`src/rtl/weight_load_ctrl.sv`:
```
// rtl/weight_load_ctrl.sv - conv weight-memory load sequencer (kernel, bias, coeff regions)
//
// Accepts a 32-bit valid/ready word stream and turns each accepted word into one
// write on the conv weight-write port. Regions load in fixed order kernel -> bias
// -> MACC coeff; a region with a zero count is skipped.
//
// Ports:
//   clk            in   clock, rising edge
//   rst            in   asynchronous active-high reset
//   start          in   pulse: begin a load (honoured in IDLE or DONE only)
//   abort          in   pulse: cancel load, back to IDLE (wins over start)
//   s_data         in   weight word
//   s_valid        in   s_data valid
//   s_ready        out  word accepted this cycle when s_valid is high
//   weight_wr_data out  registered write data
//   weight_wr_addr out  registered write address (region base + index)
//   weight_wr_en   out  write strobe, one cycle after each transfer
//   busy           out  a region is being loaded
//   load_done      out  all regions written; held until next start/abort
//   region         out  0 idle/done, 1 kernel, 2 bias, 3 coeff
module weight_load_ctrl #(
  parameter int unsigned NUM_KERNEL           = 81,
  parameter int unsigned NUM_BIAS             = 3,
  parameter int unsigned NUM_MACC_COEFF       = 1,
  parameter logic [31:0] KERNEL_BASE_ADDR     = 32'd0,
  parameter logic [31:0] BIAS_BASE_ADDR       = 32'd81,
  parameter logic [31:0] MACC_COEFF_BASE_ADDR = 32'd84
) (
  input  logic        clk,
  input  logic        rst,
  input  logic        start,
  input  logic        abort,
  input  logic [31:0] s_data,
  input  logic        s_valid,
  output logic        s_ready,
  output logic [31:0] weight_wr_data,
  output logic [31:0] weight_wr_addr,
  output logic        weight_wr_en,
  output logic        busy,
  output logic        load_done,
  output logic [1:0]  region
);

  // One shared index sized for the largest region keeps the datapath single.
  localparam int unsigned MAX_KB  = (NUM_KERNEL > NUM_BIAS) ? NUM_KERNEL : NUM_BIAS;
  localparam int unsigned MAX_ALL = (MAX_KB > NUM_MACC_COEFF) ? MAX_KB : NUM_MACC_COEFF;
  localparam int unsigned MAX_CNT = (MAX_ALL > 0) ? MAX_ALL : 1;
  localparam int          IW      = $clog2(MAX_CNT + 1);

  localparam logic [IW-1:0] CNT_K = IW'(NUM_KERNEL);
  localparam logic [IW-1:0] CNT_B = IW'(NUM_BIAS);
  localparam logic [IW-1:0] CNT_C = IW'(NUM_MACC_COEFF);

  typedef enum logic [2:0] {
    IDLE,
    KERN,
    BIAS,
    COEF,
    DONE
  } state_t;

  state_t        state;
  state_t        state_next;
  logic [IW-1:0] idx;
  logic [IW-1:0] cur_cnt;
  logic [31:0]   cur_base;
  logic          xfer;
  logic          last;

  // Successor of a finished region, skipping empty regions further down the order.
  function automatic state_t after_bias();
    if (NUM_MACC_COEFF != 0) return COEF;
    return DONE;
  endfunction

  function automatic state_t after_kern();
    if (NUM_BIAS != 0) return BIAS;
    return after_bias();
  endfunction

  function automatic state_t first_region();
    if (NUM_KERNEL != 0) return KERN;
    return after_kern();
  endfunction

  function automatic logic [1:0] encode(input state_t s);
    case (s)
      KERN:    return 2'd1;
      BIAS:    return 2'd2;
      COEF:    return 2'd3;
      default: return 2'd0;
    endcase
  endfunction

  assign s_ready = (state == KERN) || (state == BIAS) || (state == COEF);
  assign busy    = s_ready;
  assign xfer    = s_valid & s_ready;

  always_comb begin
    cur_cnt    = '0;
    cur_base   = '0;
    state_next = state;
    case (state)
      KERN: begin
        cur_cnt  = CNT_K;
        cur_base = KERNEL_BASE_ADDR;
      end
      BIAS: begin
        cur_cnt  = CNT_B;
        cur_base = BIAS_BASE_ADDR;
      end
      COEF: begin
        cur_cnt  = CNT_C;
        cur_base = MACC_COEFF_BASE_ADDR;
      end
      default: ;
    endcase

    last = xfer && (idx == cur_cnt - IW'(1));

    case (state)
      IDLE, DONE: if (start) state_next = first_region();
      KERN:       if (last)  state_next = after_kern();
      BIAS:       if (last)  state_next = after_bias();
      COEF:       if (last)  state_next = DONE;
      default:    state_next = IDLE;
    endcase

    if (abort) state_next = IDLE;
  end

  always_ff @(posedge clk or posedge rst) begin
    if (rst) begin
      state          <= IDLE;
      idx            <= '0;
      weight_wr_en   <= 1'b0;
      weight_wr_addr <= '0;
      weight_wr_data <= '0;
      load_done      <= 1'b0;
      region         <= 2'd0;
    end else begin
      state        <= state_next;
      // A transfer in the abort cycle was already handshaken, so its write still issues.
      weight_wr_en <= xfer;
      if (xfer) begin
        weight_wr_addr <= cur_base + 32'(idx);
        weight_wr_data <= s_data;
      end
      // Every state change is a region entry (or exit), so the index restarts there.
      if (state_next != state) begin
        idx <= '0;
      end else if (xfer) begin
        idx <= idx + IW'(1);
      end
      load_done <= (state_next == DONE);
      region    <= encode(state_next);
    end
  end

endmodule
```
`config.mk`:
```
export PLATFORM = sky130hd
export DESIGN_NAME = weight_load_ctrl
export DESIGN_NICKNAME = d
export VERILOG_FILES = /design/src/rtl/weight_load_ctrl.sv
export SDC_FILE = /design/constraint.sdc
export NUM_CORES = 1
export LEC_CHECK = 0
export CORE_UTILIZATION = 46
export DETAILED_ROUTE_END_ITERATION = 6
export DONT_BUFFER_PORTS = 1
export PLACE_DENSITY = 0.71
export SETUP_SLACK_MARGIN = 0.2
export SYNTH_ARGS = -nofsm -noshare
export SYNTH_HDL_FRONTEND = slang
export SYNTH_SLANG_ARGS = --single-unit
```
`constraint.sdc`:
```
create_clock -name clk -period 1.86 [get_ports clk]
set_clock_uncertainty 0.15 [all_clocks]
set_input_delay 0.372 -clock clk [delete_from_list [all_inputs] [get_ports clk]]
set_output_delay 0.372 -clock clk [all_outputs]
set_load 0.05 [all_outputs]
```
==> flow_metrics.env <==
export IMPL_outcome="finished with violations"
export IMPL_violations="setup timing"
export IMPL_power_share_clock=0.202
export IMPL_finalMaxSlewViolations=0
export IMPL_postLayoutCellArea_um2=3120
export IMPL_whs_ps=6.49
export IMPL_die_h_um=77.1
export IMPL_timing_final_crit_share=1.03
export IMPL_synth_edf_count=0
export IMPL_async_reset_ff_frac=1.00
export IMPL_drt_pass1_iter_count=4
export IMPL_track_usage=0.185
export IMPL_internal_power_mw=1.84
export IMPL_wl_met1_um=2240
export IMPL_avgSynthCellArea_um2=9.05
export IMPL_avgViaCountPerCell=5.19
export IMPL_clk_pin_slew_ps=100
export IMPL_p_leak_nw=1.51
export IMPL_cts_sinks=54
export IMPL_grt_antenna_before_repair=0
export IMPL_final_cell_mix="112 x nand2_1, 53 x dfrtp_1, 24 x conb_1"
export IMPL_initial_core_util=0.493
export IMPL_rows=26
export IMPL_hpwlAfterDp_um=3810
export IMPL_clk_insertion_delay_late_ps=310
export IMPL_synth_cell_area_um2=2600
export IMPL_vdd_drop_max_uv=654
export IMPL_cts_root_buf="clkbuf_8"
export IMPL_place_congestion=0.812
export IMPL_grt_max_degree=28
export IMPL_cp_arrival_ps=2000
export IMPL_die_area_um2=5950
export IMPL_place_inst=363
export IMPL_grt_ovfl_total=0
export IMPL_cp_max_fo=3
export IMPL_slew_headroom=0.590
export IMPL_final_hold_viol_count=0
export IMPL_clockBufferDepth=2
export IMPL_dr_wl_met3_um=358
export IMPL_p_sw_frac=0.464
export IMPL_synth_warnings=0
export IMPL_avgRoutedWirePerCell_um=14.3
export IMPL_ys_seq_area_frac=0.520
export IMPL_critPathRequiredTime_ps=1940
export IMPL_fp_dieW_um=77.1
export IMPL_instances_no_fill=378
export IMPL_drtAntennaViolNets=0
export IMPL_fin_crit_ps=1920
export IMPL_vias=1960
export IMPL_grt_pass1_vias=1803
export IMPL_utilization=0.592
export IMPL_netlist_cell_type_count=37
export IMPL_fin_ws_ps=-63.8
export IMPL_placed_area_um2=2760
export IMPL_route_met2_wl_um=2710
export IMPL_place_ws_ps=-29.3
export IMPL_cts_buffers=5
export IMPL_pwr_share_comb=0.154
export IMPL_path_class="register to register"
export IMPL_drc=0
export IMPL_numPortBuffers=0
export IMPL_power_density_nw_per_um2=1100
export IMPL_cts_tree="built"
export IMPL_htreeDepth=2
export IMPL_drt_total_wl_um=5400
export IMPL_p_total_mw=3.44
export IMPL_n_fill_cell=465
export IMPL_seq_power_share=0.644
export IMPL_area_growth_pct=20.0
export IMPL_hp_class="primary input to register"
export IMPL_fmax_mhz=520
export IMPL_top_layer_used="met4"
export IMPL_drive_above_1_share=0.208
export IMPL_first_iter_violations=112
export IMPL_grt_first_pass_wirelength_um=8630
export IMPL_synthCells=287
export IMPL_core_area_um2=5270
export IMPL_rsz0062_at_grt="yes"
export IMPL_tightest_slew_ps=613
export IMPL_boundaryPins=107
export IMPL_synth_main_ff_cell="dfrtp_1"
export IMPL_ys_ff_latch=54
export IMPL_setup_violations=1
export IMPL_diodes=0
export IMPL_cap_viol_max_count=0
export IMPL_p_sw_mw=1.60
export IMPL_finalNetCount=350
export IMPL_layout_commonest_cell="nand2_1"
export IMPL_critPathLaunchType="register"
export IMPL_worst_setup_path_end_kind="register"
export IMPL_tns_ps=-63.8
## registers in the layout, indices dropped and copies added (netlist names)
name,flops
idx,7
state,3
region,2
weight_wr_data,32
weight_wr_en,1
weight_wr_addr,8
load_done,1
## Yosys cell counts, types with 2 or more instances
| library cell | number | area [um^2] |
|---|---|---|
| dfrtp_1 | 54 | 1350 |
| nand3_1 | 2 | 10.0 |
| nor4_1 | 4 | 25.0 |
| inv_1 | 3 | 11.3 |
| xor2_1 | 3 | 26.3 |
| o21ai_0 | 5 | 25.0 |
| nand2b_1 | 2 | 12.5 |
| xnor2_1 | 9 | 78.8 |
| o311ai_0 | 2 | 17.5 |
| nor2_1 | 3 | 11.3 |
| ha_1 | 6 | 75.1 |
| nor3_1 | 5 | 25.0 |
| buf_4 | 26 | 195 |
| nor2b_1 | 4 | 25.0 |
| a31oi_1 | 4 | 25.0 |
| buf_2 | 11 | 55.1 |
| a21oi_1 | 10 | 50.1 |
| nor3b_1 | 2 | 15.0 |
| clkbuf_1 | 2 | 7.51 |
| nand2_1 | 113 | 424 |
## path summary, 6_finish.rpt
check | from | endpoint | slack (ps) | cells past startpoint
max reg2reg | state[2] | weight_wr_addr[6] | -60 | 8
max in group asynchronous | rst | state[0] | 570 | 3
min in group asynchronous | rst | weight_wr_data[16] | 460 | 2
max | state[2] | weight_wr_addr[6] | -60 | 8
min reg2reg | idx[6] | idx[6] | 540 | 2
min | s_data[24] | weight_wr_data[24] | 6 | 2
## timing repair
item / 4_1_cts / 5_1_grt
endpoints found under the setup margin: 54 / 55
hold endpoints to repair: 29 / 0
gates resized for setup: 14 / 24
pin swaps: 1 / 4
setup buffers: 4 / 1
hold buffers: 2 / 0
## worst max-delay path: stages (launching register included)
cell and delay (ps):
dfrtp_1 420, nor2b_4 130, nor2b_4 160, ha_4 150, ha_4 120, a21o_1 140
a31oi_2 100, or3_1 310, a31oi_1 160
## routing by layer
layer / global-route usage / up-vias
met3: 0.0536 / 9
met4: 0.0679 / 0
li1: - / 918
met1: 0.228 / 944
met2: 0.307 / 89
met5: 0 / -
## logic make-up (layout without fill, tap and decap cells)
group / after synthesis / after routing / synth area share
DFF: 54 / 54 / 0.520
xor gates and xnor gates: 12 / 12 / 0.0405
other: 1 / 24 / 0.00144
and+or+nand+nor: 143 / 143 / 0.235
muxes: 1 / 1 / 0.00385
AOI/OAI and AO/OA: 27 / 27 / 0.0650
buffers and inverters: 43 / 41 / 0.105
adders and majority gates: 6 / 6 / 0.0289
## cell type report
cell class	count	area (um^2)	share of cell area
inverter	4	26.3	0.00843
sequential	54	1350	0.434
tap	70	87.6	0.0281
clock inverter	2	16.3	0.00522
timing repair buffer	29	275	0.0883
clock buffer	6	82.6	0.0265
multi-input combinational	213	1280	0.410
## power by group through the flow
stage / registers (mW) / clock network [mW] / logic, mW
after detailed placement: 2.24 / 0 / 0.493
final: 2.22 / 0.694 / 0.528
after floorplan: 2.19 / 0 / 0.435
after global placement: 2.23 / 0 / 0.473
after CTS: 2.21 / 0.712 / 0.511
after global routing: 2.24 / 0.749 / 0.604
Note: power is estimated with default switching activity, not from simulation.
